`config.mk`:
```
export PLATFORM = sky130hd
export DESIGN_NAME = rv32e_ex_stage
export DESIGN_NICKNAME = d
export VERILOG_FILES = /design/src/rtl/rv32e_ex_stage.sv
export SDC_FILE = /design/constraint.sdc
export NUM_CORES = 1
export LEC_CHECK = 0
export ABC_AREA = 1
export CAP_MARGIN = 30
export CORE_UTILIZATION = 35
export CTS_CLUSTER_DIAMETER = 30
export DETAILED_ROUTE_END_ITERATION = 10
export HOLD_SLACK_MARGIN = 0.1
export PLACE_DENSITY_LB_ADDON = 0.1
export SETUP_SLACK_MARGIN = 0.02
export SLEW_MARGIN = 0
export SYNTH_ARGS = -nofsm -noshare
export SYNTH_HDL_FRONTEND = slang
export SYNTH_SLANG_ARGS = --single-unit
```
`constraint.sdc`:
```
create_clock -name clk -period 2.3 [get_ports clk]
set_input_delay 0.46 -clock clk [delete_from_list [all_inputs] [get_ports clk]]
set_output_delay 0.46 -clock clk [all_outputs]
set_load 0.03 [all_outputs]
```
`src/rtl/rv32e_ex_stage.sv`:
```
// RV32E execute stage: EX register, ALU operand/op build, result register.
// Optional distance-1 operand bypass enabled by defining RV32E_EX_FWD_EN.
module rv32e_ex_stage #(
  parameter int unsigned XLEN = 32
) (
  input  logic            clk,
  input  logic            rst_n,
  input  logic            flush,
  input  logic            in_valid,
  output logic            in_ready,
  input  logic [1:0]      in_kind,
  input  logic [2:0]      in_funct3,
  input  logic            in_funct7b5,
  input  logic [3:0]      in_rs1_addr,
  input  logic [3:0]      in_rs2_addr,
  input  logic [3:0]      in_rd_addr,
  input  logic [XLEN-1:0] in_rs1_val,
  input  logic [XLEN-1:0] in_rs2_val,
  input  logic [XLEN-1:0] in_imm,
  input  logic [XLEN-1:0] in_pc,
  output logic [4:0]      alu_op,
  output logic [XLEN-1:0] alu_a,
  output logic [XLEN-1:0] alu_b,
  input  logic [XLEN-1:0] alu_result,
  output logic            out_valid,
  input  logic            out_ready,
  output logic [3:0]      out_rd_addr,
  output logic            out_rd_we,
  output logic [XLEN-1:0] out_result,
  output logic [XLEN-1:0] out_pc,
  output logic            out_br_taken,
  output logic [XLEN-1:0] out_br_target
);

  localparam int unsigned REG_AW = 4;
  localparam int unsigned OP_W   = 5;
  localparam int unsigned KIND_W = 2;
  localparam int unsigned F3_W   = 3;

  localparam logic [KIND_W-1:0] KIND_R     = 2'd0;
  localparam logic [KIND_W-1:0] KIND_I     = 2'd1;
  localparam logic [KIND_W-1:0] KIND_BR    = 2'd2;
  localparam logic [KIND_W-1:0] KIND_AUIPC = 2'd3;

  // EX register
  logic              ex_valid_q,   ex_valid_d;
  logic [KIND_W-1:0] ex_kind_q,    ex_kind_d;
  logic [F3_W-1:0]   ex_funct3_q,  ex_funct3_d;
  logic              ex_funct7b5_q, ex_funct7b5_d;
  logic [REG_AW-1:0] ex_rd_q,      ex_rd_d;
  logic [XLEN-1:0]   ex_rs1_val_q, ex_rs1_val_d;
  logic [XLEN-1:0]   ex_rs2_val_q, ex_rs2_val_d;
  logic [XLEN-1:0]   ex_imm_q,     ex_imm_d;
  logic [XLEN-1:0]   ex_pc_q,      ex_pc_d;
`ifdef RV32E_EX_FWD_EN
  logic [REG_AW-1:0] ex_rs1_addr_q, ex_rs1_addr_d;
  logic [REG_AW-1:0] ex_rs2_addr_q, ex_rs2_addr_d;
`endif

  // Result register
  logic              out_valid_q,     out_valid_d;
  logic [REG_AW-1:0] out_rd_addr_q,   out_rd_addr_d;
  logic              out_rd_we_q,     out_rd_we_d;
  logic [XLEN-1:0]   out_result_q,    out_result_d;
  logic [XLEN-1:0]   out_pc_q,        out_pc_d;
  logic              out_br_taken_q,  out_br_taken_d;
  logic [XLEN-1:0]   out_br_target_q, out_br_target_d;

  logic            ex_adv;
  logic            in_fire;
  logic [XLEN-1:0] rs1_op;
  logic [XLEN-1:0] rs2_op;
  logic [XLEN-1:0] br_target;
  logic            is_branch;
  logic            br_illegal;

  assign ex_adv   = ex_valid_q & (~out_valid_q | out_ready);
  assign in_ready = ~ex_valid_q | ex_adv;
  // A flush kills an acceptance even though in_ready still reads high
  assign in_fire  = in_valid & in_ready & ~flush;

`ifdef RV32E_EX_FWD_EN
  logic fwd_ok;
  assign fwd_ok = out_valid_q & out_rd_we_q;
  assign rs1_op = (fwd_ok && (ex_rs1_addr_q == out_rd_addr_q)) ? out_result_q : ex_rs1_val_q;
  assign rs2_op = (fwd_ok && (ex_rs2_addr_q == out_rd_addr_q)) ? out_result_q : ex_rs2_val_q;
`else
  logic unused_rs_addr;
  assign unused_rs_addr = ^{in_rs1_addr, in_rs2_addr};
  assign rs1_op = ex_rs1_val_q;
  assign rs2_op = ex_rs2_val_q;
`endif

  // ALU op and operand build from the EX register
  always_comb begin
    alu_op = '0;
    alu_a  = rs1_op;
    alu_b  = rs2_op;
    case (ex_kind_q)
      KIND_R: begin
        alu_op = {1'b0, ex_funct7b5_q, ex_funct3_q};
      end
      KIND_I: begin
        alu_op = {1'b0, ex_funct7b5_q & (ex_funct3_q == 3'b101), ex_funct3_q};
        alu_b  = ex_imm_q;
      end
      KIND_BR: begin
        alu_op = {2'b10, ex_funct3_q};
      end
      KIND_AUIPC: begin
        alu_op = OP_W'(0);
        alu_a  = ex_pc_q;
        alu_b  = ex_imm_q;
      end
      default: alu_op = '0;
    endcase
  end

  assign br_target  = ex_pc_q + ex_imm_q;
  assign is_branch  = (ex_kind_q == KIND_BR);
  assign br_illegal = (ex_funct3_q == 3'b010) | (ex_funct3_q == 3'b011);

  // EX register next state
  always_comb begin
    ex_valid_d    = ex_valid_q;
    ex_kind_d     = ex_kind_q;
    ex_funct3_d   = ex_funct3_q;
    ex_funct7b5_d = ex_funct7b5_q;
    ex_rd_d       = ex_rd_q;
    ex_rs1_val_d  = ex_rs1_val_q;
    ex_rs2_val_d  = ex_rs2_val_q;
    ex_imm_d      = ex_imm_q;
    ex_pc_d       = ex_pc_q;
`ifdef RV32E_EX_FWD_EN
    ex_rs1_addr_d = ex_rs1_addr_q;
    ex_rs2_addr_d = ex_rs2_addr_q;
`endif
    if (flush) begin
      ex_valid_d = 1'b0;
    end else if (in_fire) begin
      ex_valid_d    = 1'b1;
      ex_kind_d     = in_kind;
      ex_funct3_d   = in_funct3;
      ex_funct7b5_d = in_funct7b5;
      ex_rd_d       = in_rd_addr;
      ex_rs1_val_d  = in_rs1_val;
      ex_rs2_val_d  = in_rs2_val;
      ex_imm_d      = in_imm;
      ex_pc_d       = in_pc;
`ifdef RV32E_EX_FWD_EN
      ex_rs1_addr_d = in_rs1_addr;
      ex_rs2_addr_d = in_rs2_addr;
`endif
    end else if (ex_adv) begin
      ex_valid_d = 1'b0;
    end
  end

  // Result register next state
  always_comb begin
    out_valid_d     = out_valid_q;
    out_rd_addr_d   = out_rd_addr_q;
    out_rd_we_d     = out_rd_we_q;
    out_result_d    = out_result_q;
    out_pc_d        = out_pc_q;
    out_br_taken_d  = out_br_taken_q;
    out_br_target_d = out_br_target_q;
    if (ex_adv) begin
      out_rd_addr_d   = ex_rd_q;
      out_rd_we_d     = ~is_branch & (ex_rd_q != REG_AW'(0));
      out_result_d    = alu_result;
      out_pc_d        = ex_pc_q;
      out_br_taken_d  = is_branch & ~br_illegal & alu_result[0];
      out_br_target_d = is_branch ? br_target : '0;
    end
    if (flush) begin
      out_valid_d = 1'b0;
    end else if (ex_adv) begin
      out_valid_d = 1'b1;
    end else if (out_ready) begin
      out_valid_d = 1'b0;
    end
  end

  always_ff @(posedge clk or negedge rst_n) begin
    if (!rst_n) begin
      ex_valid_q      <= 1'b0;
      ex_kind_q       <= '0;
      ex_funct3_q     <= '0;
      ex_funct7b5_q   <= 1'b0;
      ex_rd_q         <= '0;
      ex_rs1_val_q    <= '0;
      ex_rs2_val_q    <= '0;
      ex_imm_q        <= '0;
      ex_pc_q         <= '0;
`ifdef RV32E_EX_FWD_EN
      ex_rs1_addr_q   <= '0;
      ex_rs2_addr_q   <= '0;
`endif
      out_valid_q     <= 1'b0;
      out_rd_addr_q   <= '0;
      out_rd_we_q     <= 1'b0;
      out_result_q    <= '0;
      out_pc_q        <= '0;
      out_br_taken_q  <= 1'b0;
      out_br_target_q <= '0;
    end else begin
      ex_valid_q      <= ex_valid_d;
      ex_kind_q       <= ex_kind_d;
      ex_funct3_q     <= ex_funct3_d;
      ex_funct7b5_q   <= ex_funct7b5_d;
      ex_rd_q         <= ex_rd_d;
      ex_rs1_val_q    <= ex_rs1_val_d;
      ex_rs2_val_q    <= ex_rs2_val_d;
      ex_imm_q        <= ex_imm_d;
      ex_pc_q         <= ex_pc_d;
`ifdef RV32E_EX_FWD_EN
      ex_rs1_addr_q   <= ex_rs1_addr_d;
      ex_rs2_addr_q   <= ex_rs2_addr_d;
`endif
      out_valid_q     <= out_valid_d;
      out_rd_addr_q   <= out_rd_addr_d;
      out_rd_we_q     <= out_rd_we_d;
      out_result_q    <= out_result_d;
      out_pc_q        <= out_pc_d;
      out_br_taken_q  <= out_br_taken_d;
      out_br_target_q <= out_br_target_d;
    end
  end

  assign out_valid     = out_valid_q;
  assign out_rd_addr   = out_rd_addr_q;
  assign out_rd_we     = out_rd_we_q;
  assign out_result    = out_result_q;
  assign out_pc        = out_pc_q;
  assign out_br_taken  = out_br_taken_q;
  assign out_br_target = out_br_target_q;

endmodule

```
=== Word-level counts from Yosys, hierarchy flattened ===
Index checks and enable logic that the tools add are counted.

* Input bits: 183
* Register bits after elaboration: 242
* Output and inout port bits: 173
* Word-level logic and storage cells: 54

* Muxes and demuxes: 10
* Reductions and logical operators: 6
* Equal/unequal tests: 6
* Bitwise gates (word level): 15
* Add/sub/neg operators: 1

{| class="wikitable"
|+ Operators by type and width
! operator !! count
|-
| 2-to-1 mux 32 bit || 3
|-
| adder 32 bit || 1
|-
| case mux 5 bit (4 select lines) || 1
|-
| AND 1 bit || 7
|-
| equality test 3 x 2 -> 1 bit, second input constant || 2
|-
| 2-to-1 mux 1 bit || 6
|-
| nonzero test 3 bit || 2
|-
| NOT 1 bit || 5
|-
| equality test 2 bit, second input constant || 2
|-
| nonzero test 4 bit || 1
|-
| equality test 3 bit, second input constant || 1
|-
| OR 1 bit || 3
|-
| equality test 2 x 1 -> 1 bit, second input constant || 1
|-
| zero test 2 bit || 1
|-
| AND reduction 2 bit || 1
|-
| OR reduction 2 bit || 1
|}

=== Logic depth before layout (Yosys ltp) ===
* Depth after elaboration: 8
* Mapped depth: 13
* Depth with buffers taken out: 13

=== Worst setup path after synthesis ===
Ideal clock, no wire load.

* Kind: register to output
* Start point: register ex_kind_q[0]
* End point: output port alu_a[0]
* Buffers on the path: 2
* Cell stages (with the launch flop): 5
* Slack: 352 ps
* Arrival time: 1488 ps
* Data required time: 1840 ps
* Path through: dfrtp_1 -> nand2_1 -> buf_2 -> clkbuf_1 -> o21ai_0

* Longest elaborated chain between the ends: 2

{| class="wikitable"
|+ Ends and longest elaborated chain
! what !! RTL line !! source
|-
| start: declaration || 47 || <nowiki>logic [KIND_W-1:0] ex_kind_q, ex_kind_d;</nowiki>
|-
| start signal: assignment || 209 || <nowiki>ex_kind_q <= ex_kind_d;</nowiki>
|-
| equality test 2 bit || 99 || <nowiki>case (ex_kind_q)</nowiki>
|-
| 2-to-1 mux 32 bit || 99 ||
|-
| end: declaration || 22 || <nowiki>output logic [XLEN-1:0] alu_a,</nowiki>
|}

No other way between the ends.

=== Worst setup path after layout ===
* Start point: register ex_kind_q[0]
* End point: output port alu_b[20]

* Longest elaborated chain between the ends: 3
* Elaborated cells between the ends (all ways): 4
* Those cells by class: eq/ne (2); mux (1); reduce/logical (1)

{| class="wikitable"
|+ Ends and longest elaborated chain
! what !! RTL line !! source
|-
| equality test 2 bit / equality test 2 x 1 -> 1 bit (equally long branches) || 99 ||
|-
| OR reduction 2 bit (no line) * || - ||
|-
| 2-to-1 mux 32 bit * || 99 ||
|-
| end: declaration || 23 || <nowiki>output logic [XLEN-1:0] alu_b,</nowiki>
|}

Every way passes the cells marked *; elsewhere a longest branch is shown, timed or not.

==> metrics.cfg <==
[run_status]
status = finished clean

[drt]
postRouteAntennaNets = 0
viasPerCell = 4.58
routed_wl_mm = 39.1
drt_iter0_drc = 443
drt-pass1-iter-count = 5
routedWlPerCell_um = 16.5
vias = 10900
drc = 0

[critical_path]
crit_slowest_cell = dfrtp_2
crit_chain = buf_12 -> o21ai_0 -> clkdlybuf4s15_2
rr_startpoint = ex_pc_q[0]
cp_top_family = buffers and inverters
cp-start-kind = register
cp_max_fo = 61
critical-path-max-stage-delay_ps = 420
cp.arrival_ps = 1780
required_ps = 1840
path_buf_inv = 2
cp-startpoint = ex_kind_q[0]
endpoint_kind = output port
critical_path_class = register to output port

[finish]
diodes = 0
final_cell_area_sq_um = 18400
final_cells = 2374
synthToLayoutAreaGrowth_pct = 51.1
layout_common_cells = 467 x nand2_1, 276 x clkdlybuf4s50_1, 240 x dfrtp_1
nets = 2095
layout_commonest_cell = nand2_1
layout-drive-gt1-share_pct = 14.6

[placement]
gp_congestion = 0.867
dp_hpwl_mm = 28.9
placedInstanceArea_sq_um = 16200
port_buffers = 347
placedCellCount = 2259

[floorplan]
die_height_um = 188
die_w_um = 188
start_util_pct = 35.9
ioPinCount = 356
coreArea_sq_um = 33900
dieArea_sq_um = 35400
num_rows = 67

[power]
p_leak_uw = 0.00916
switching_power_uw = 6890
ir_drop_mv = 0.606
combPwrFrac_pct = 31.4
pwr-share-clk_pct = 41.5
sw_frac_of_total_pct = 34.1
pwr-share-seq_pct = 27.0
p_int_uw = 13300
power.density_nw_per_um2 = 1100

[logic_synthesis]
syn_avg_cell_area_sq_um = 8.14
synth_area_leaders = dfrtp_1 50%, nand2_1 15%, inv_1 5.8%, o21ai_0 4.7%, mux2_1 4.6%
syn_area_sq_um = 12100
yosysTopAreaCellShare_pct = 49.9
ys_types = 37
yosysTopAreaCell = dfrtp_1
ys_seq_area_share_pct = 49.9
ys_seq_elements = 242
yosysWarnings = 0
synth_cells = 1491
syn_nets = 1706

[clocking]
clkSinkCount = 242
numCtsBuffers = 59
tritoncts = done
cts_htree_levels = 2
root_buffer = clkbuf_16
clkTransAtPathRegs_ps = 40
clock_latency_ps = 580
clock_path_buffers = 3

[sta]
finalCritPeriodShare_pct = 97.6
worst_clock_skew_ps = 16.9
slew_headroom_pct = 61.4
tightest_slew_ps = 579
clock.fmax_ghz = 0.446
setup_viol_count_final = 0
slew_violations = 0
rsz0062_at_grt = true
period_minus_slack_ps = 2240
hold_violations = 0

[job]
drv_cap = 0

[global_route]
track_usage_pct = 22.2
grt_pass1_wl_mm = 60.5
grt_max_degree = 140
antenna_found_initial = 2
grt_overflow = 0
grt_pass1_vias = 11100

[hold_path]
min_path_type = input port to asynchronous set/reset pin

==> what timing repair did <==
item,CTS,global route
buffers inserted,0,2
cloned,0,5
hold endpoints to repair,44,0
hold buffers,1,0
setup endpoints to repair,63,53
pin swaps,0,1
gates resized for setup,120,77
==> worst reg2reg max path: cells and delay by family (launching register included) <==
family | cells | cell delay (ps)
adders and majority gates | 2 | 620
buffers and inverters | 2 | 220
DFF | 1 | 380
and+or+nand+nor | 9 | 790
==> synth_stat cells <==
master and instances:
a21boi_0 1, a21o_1 1, a21oi_1 105, a21oi_2 1
a22o_1 1, a32o_1 2, buf_1 2, buf_2 27
buf_4 5, buf_6 6, clkbuf_1 18, dfrtp_1 242
fa_1 1, ha_1 31, inv_1 186, inv_2 8
mux2_1 50, mux2_2 16, nand2_1 473, nand2_2 14
nand3_1 37, nand3_2 5, nand3b_1 2, nand4_1 3
nor2_1 118, nor2_2 5, nor3_2 3, nor3_4 1
nor4_1 1, o21ai_0 113, o21ai_1 5, o21ai_2 1
o21bai_1 2, o21bai_2 1, o31ai_1 1, or2_2 2
xor2_1 1
==> metrics by stage <==
step / setup TNS, ps / total power (uW) / hold slack (ps) / util, % / setup WS [ps]
final: 0 / 20200 / 395 / 54.2 / 56.3
after global routing: -35.4 / 21300 / 410 / 54.2 / -24.2
after CTS: -63.2 / 20300 / 384 / 54.1 / -21.4
after detailed placement: 0 / 11800 / 405 / 47.9 / 129
after global placement: 0 / 11700 / 403 / 47.9 / 113
after floorplan: 0 / 9090 / 164 / - / 352
==> per-layer routing <==
layer	wire (um)	global-route usage (%)
met5	13	0
met3	2700	6.82
met1	16900	27.5
met2	18500	36.2
met4	1020	8.29
==> final timing paths <==
kind / endpoint / slack (ps) / cells past startpoint
max in group asynchronous: out_result[15] / 1220 / 3
setup reg to reg: out_br_target[24] / 180 / 13
setup / recovery: alu_b[20] / 60 / 3
hold reg to reg: out_result[27] / 470 / 2
hold / removal: ex_rs2_val_q[9] / 400 / 2
min in group clk: out_result[29] / 420 / 3
==> flip-flops by register name, summed over array words and instances (netlist names) <==
register       count
ex_rs2_val_q      32
out_rd_addr        4
ex_kind_q          2
out_rd_we          1
ex_rd_q            4
ex_valid_q         1
out_br_taken       1
out_pc            32
out_br_target     32
ex_rs1_val_q      32
out_valid          1
ex_imm_q          32
ex_funct3_q        3
ex_pc_q           32
out_result        32
ex_funct7b5_q      1
==> final cells by class <==
type | count | area [sq um]
Sequential cell | 242 | 6060
Inverter | 194 | 728
Multi-Input combinational cell | 998 | 5130
Clock buffer | 78 | 1680
Clock inverter | 29 | 354
Fill cell | 3177 | 15500
Timing Repair Buffer | 385 | 3840
Tap cell | 448 | 561
==> power groups by stage <==
| stage | Combinational (uW) | Clock (uW) | Sequential, uW |
|---|---|---|---|
| 3_5_place_dp | 6300 | 0 | 5500 |
| 5_1_grt | 6920 | 8790 | 5560 |
| 6_report | 6340 | 8380 | 5460 |
| 4_1_cts | 6320 | 8540 | 5460 |
| 3_3_place_gp | 6260 | 0 | 5490 |
| 2_1_floorplan | 2970 | 0 | 6120 |
==> cells by family (layout without fill, tap and decap cells) <==
| family | Yosys count | count (layout) | share of synthesized area [%] |
|---|---|---|---|
| buffers and inverters | 252 | 686 | 8.59 |
| flip-flops | 242 | 242 | 49.9 |
| multiplexers | 66 | 66 | 6.12 |
| adder cells (fa/ha/maj) | 32 | 32 | 3.36 |
| AND/OR/NAND/NOR | 664 | 665 | 22.0 |
| AO/OA/AOI/OAI | 234 | 234 | 9.98 |
| XOR/XNOR | 1 | 1 | 0.0721 |
(Power assumes the default switching activity.)
==> RTL edit 1: new RTL, same settings <==
Take the reset off `ex_rs2_val_q` and load it in a clocked block of its own.
--- a/src/rtl/rv32e_ex_stage.sv
+++ b/src/rtl/rv32e_ex_stage.sv
@@ -192,3 +192,2 @@
       ex_rs1_val_q    <= '0;
-      ex_rs2_val_q    <= '0;
       ex_imm_q        <= '0;
@@ -213,3 +212,2 @@
       ex_rs1_val_q    <= ex_rs1_val_d;
-      ex_rs2_val_q    <= ex_rs2_val_d;
       ex_imm_q        <= ex_imm_d;
@@ -230,2 +228,6 @@
 
+  always_ff @(posedge clk) begin
+    ex_rs2_val_q <= ex_rs2_val_d;
+  end
+
   assign out_valid     = out_valid_q;
Function: changed (Yosys sat finds a counterexample within 4 cycles, from zero or initial values and one cycle with rst_n low).
==> RTL edit 1 against the original RTL <==
- the flow now finishes with violations (negative setup slack)
- non-clock buffer count stayed put
- cell area is 0.62% higher
- clock power is 5.5% higher
- count of clock-buffer cells in the layout is 8 lower
- synthesized area is 2.3% lower
- sequential power is 2% lower
- fmax is 5.2% lower
- register-to-register slack hardly changed
- sequential cell count stayed put
- power is 4.6% lower
- setup slack worse by 0.12 ns
- routed wire length is 0.60% higher
- largest cell class unchanged
- largest power group unchanged
==> RTL edit 1: results (changes against the original RTL) <==
[detailed_routing]
wl_met2_um=19000  ; +2.8%
route.vias.total=11000  ; +0.62%
viasPerCell=4.59  ; about the same

[placed_design]
place_area_um2=15900  ; -1.7%
dp_cells=2258  ; -0.044%
gp_congestion=0.897  ; +3.4%
dp_hpwl_um=27800  ; -4.0%

[yosys]
syn-num-nets=1709  ; +0.18%
synthCells=1494  ; +0.20%
synthArstFlopShare_pct=86.8  ; -13 points
yosysSeqAreaShare_pct=52.4  ; +2.5 points
synth_common_cells=689 x nand2_1, 210 x dfrtp_1, 161 x inv_1, 124 x o21ai_0, 47 x nor2_1

[sta]
clock_skew_ns=0.0244  ; +0.00754 ns
setup_ws_ns=-0.0667  ; -0.123 ns
fin_hold_ws_ns=0.411  ; +0.0159 ns
finalSetupViolCount=18  ; +18

[outcome]
outcome=finished, violations left
violations=negative setup slack

[finish]
multi_input_cells=1034  ; +3.6%
regArea_um2=6220  ; +2.6%
n_fill_cell=3065  ; -3.5%
num_antenna_cells=2  ; +2
drive_gt1_share_pct=14.9  ; +0.22 points
clkCellAreaFrac_pct=11.7  ; +0.62 points
nonClkBufAreaFrac_pct=21.5  ; +0.60 points
inverters_excl_clock=164  ; -15%
nNetsFinal=2102  ; +0.33%

[worst_hold_path]
hold_class=input port to flip-flop

[global_route]
grt_use_met3_pct=6.42  ; -0.40 points
grtUsageTotal_pct=21.9  ; -0.33 points
grt_max_degree=64  ; -54%

[worst_setup_path]
rr_endpoint=out_br_target[28]$_DFFE_PN0P_
cp_slowest_stage_delay_ns=0.46  ; +0.04 ns
cp.arrival_ns=1.91  ; +0.13 ns
worstReg2RegStart=ex_imm_q[0]$_DFFE_PN0P_
crit_fanout=5  ; -92%

[power_and_ir_drop]
ir_drop_mv=0.753  ; +24%

[cts]
cts_buffers=60  ; +1.7%
cts_resized=96  ; -20%

## RTL edit 1: cell types whose count changed after synthesis, moves of 5 or more
cell,delta
dfrtp_1,-32
o21ai_0,+11
nor2_1,-71
nand2_2,-11
mux2_2,+15
edfxtp_1,+32
a21oi_1,-71
buf_2,+9
buf_6,-5
inv_1,-25
inv_2,-5
nand2_1,+216
mux2_1,-50
## RTL edit 1: cell families (layout without fill, tap and decap cells)
| group | count (synthesis) | after routing | synth area share, % |
|---|---|---|---|
| buffers and inverters | 219 | 662 | 7.44 |
| multiplexers | 31 | 31 | 2.94 |
| other | 0 | 2 | 0 |
| flip-flops | 242 | 242 | 52.4 |
| XOR/XNOR | 1 | 1 | 0.0739 |
| AND/OR/NAND/NOR | 797 | 798 | 26.2 |
| AO/OA/AOI/OAI | 172 | 172 | 7.50 |
| adder cells (fa/ha/maj) | 32 | 32 | 3.44 |
## RTL edit 1: critical path: cells and delay by family (launching register included)
family | cells | cell delay (ns)
mux | 1 | 0.26
buf+inv | 4 | 0.60
flops | 1 | 0.46
==> RTL edit 2: new RTL, same settings <==
Made on the original files. The option `RV32E_EX_FWD_EN` is turned on by a define.
--- a/src/rtl/rv32e_ex_stage.sv
+++ b/src/rtl/rv32e_ex_stage.sv
@@ -2,2 +2,4 @@
 // Optional distance-1 operand bypass enabled by defining RV32E_EX_FWD_EN.
+`define RV32E_EX_FWD_EN
+
 module rv32e_ex_stage #(
Function: changed (Yosys sat finds a counterexample within 4 cycles, from zero or initial values and one cycle with rst_n low).
==> RTL edit 2 against the original RTL <==
- the run now ends with negative setup slack left
- power rose by 9.8%
- routed wire length increased by 26%
- via count grew 15%
- cell area is 15% higher
- first-iteration DRC count rose by 66%
- synthesized area rose by 9.8%
- setup slack got worse by 0.42 ns
- register-to-register slack gained 0.08 ns
- sequential cell count is 8 higher
- critical path type unchanged
- critical endpoint is now alu_b[28]
==> RTL edit 2: results (changes against the original RTL) <==
[cts]
cts_sinks=250  ; +3.3%
cts_resized=83  ; -31%

[outcome]
violations=negative setup slack
outcome=finished, violations left

[sta]
finalSetupTns_ns=-20.54  ; -20.54 ns
finalSetupViolCount=64  ; +64
clock_skew_ns=0.0194  ; +0.00246 ns
setup_ws_ns=-0.367  ; -0.424 ns

[finish]
clkbuf_count=86  ; +10%
drive_gt1_share_pct=22.9  ; +8.3 points
nonClkBufAreaFrac_pct=21.4  ; +0.42 points
clkCellAreaFrac_pct=11.0  ; -0.070 points
inverters_excl_clock=202  ; +4.1%
num_antenna_cells=5  ; +5
n_fill_cell=3432  ; +8.0%
sh_seq_area_pct=29.7  ; -3.4 points

[worst_setup_path]
cp-startpoint=ex_rs2_addr_q[3]$_DFFE_PN0P_
slowest_stage=dfrtp_1
critPathCapture=alu_b[28]
r2r_slack_ns=0.26  ; +0.08 ns

[floorplan]
die_x_um=197  ; +4.7%

[power_and_ir_drop]
p_int_mw=14.7  ; +10%
comb-power_mw=6.91  ; +9.0%
power_density_nw_per_um2=1050  ; -4.6%
p_leak_nw=10.5  ; +15%
ir_drop_mv=0.606  ; about the same

[placed_design]
gp_congestion=0.872  ; +0.53%
dp_cells=2489  ; +10%

[global_route]
grt_pass1_wl_um=73000  ; +21%
grt_max_degree=141  ; +0.71%
grtUsageTotal_pct=25.3  ; +3.1 points
grt_pass1_vias=12400  ; +12%

[yosys]
synth_xor_area_share_pct=0.394  ; +0.32 points
synth_compound_area_share_pct=12.5  ; +2.5 points
synth-adder-area-share_pct=3.06  ; -0.30 points
syn-num-nets=1862  ; +9.1%
synth_area_leaders=dfrtp_1 47%, nand2_1 14%, mux2_2 5.7%

[detailed_routing]
route.vias.total=12600  ; +15%
drt_iter0_drc=734  ; +66%

## RTL edit 2: changes by cell type after synthesis, moves of 6 or more
| cell | unedited run | this run |
|---|---|---|
| nand2_1 | 473 | 505 |
| buf_4 | 5 | 15 |
| o21ai_0 | 113 | 52 |
| mux2_1 | 50 | 2 |
| nor2_1 | 118 | 158 |
| o21ai_1 | 5 | 38 |
| a31oi_1 | 0 | 32 |
| inv_1 | 186 | 199 |
| mux2_2 | 16 | 68 |
| nand2_2 | 14 | 20 |
| dfrtp_1 | 242 | 250 |
| o211ai_2 | 0 | 32 |
## RTL edit 2: how the worst min path moves through the flow
stage          depth (start not counted)                         end  slack, ns
2_1_floorplan                          0  ex_funct3_q[0]$_DFFE_PN0P_       0.16
3_3_place_gp                           1     ex_imm_q[6]$_DFFE_PN0P_       0.43
3_5_place_dp                           1     ex_imm_q[6]$_DFFE_PN0P_       0.43
4_1_cts                                3   out_result[1]$_DFFE_PN0P_       0.41
5_1_grt                                3   out_result[1]$_DFFE_PN0P_       0.43
6_report                               3   out_result[1]$_DFFE_PN0P_       0.43
## RTL edit 2: through the flow
stage / utilization [%] / worst slack [ns] / cell area [um2]
3_3_place_gp: 47.2 / 0.129 / 17700
2_1_floorplan: - / 0.0851 / 13300
5_1_grt: 56.2 / -0.453 / 21100
6_report: 56.2 / -0.367 / 21100
4_1_cts: 54.6 / -0.358 / 20500
3_5_place_dp: 47.2 / 0.109 / 17700
## RTL edit 2: layer usage
layer / vias up / wire (um) / part of all wire (%) / GRT usage (%)
met4: 2 / 1030 / 2.1 / 7.78
met5: - / 13 / 0.026 / 0
met3: 81 / 3290 / 6.7 / 7.19
met1: 5990 / 22200 / 45 / 33.5
li1: 6121 / - / - / -
met2: 365 / 22900 / 46 / 39.8
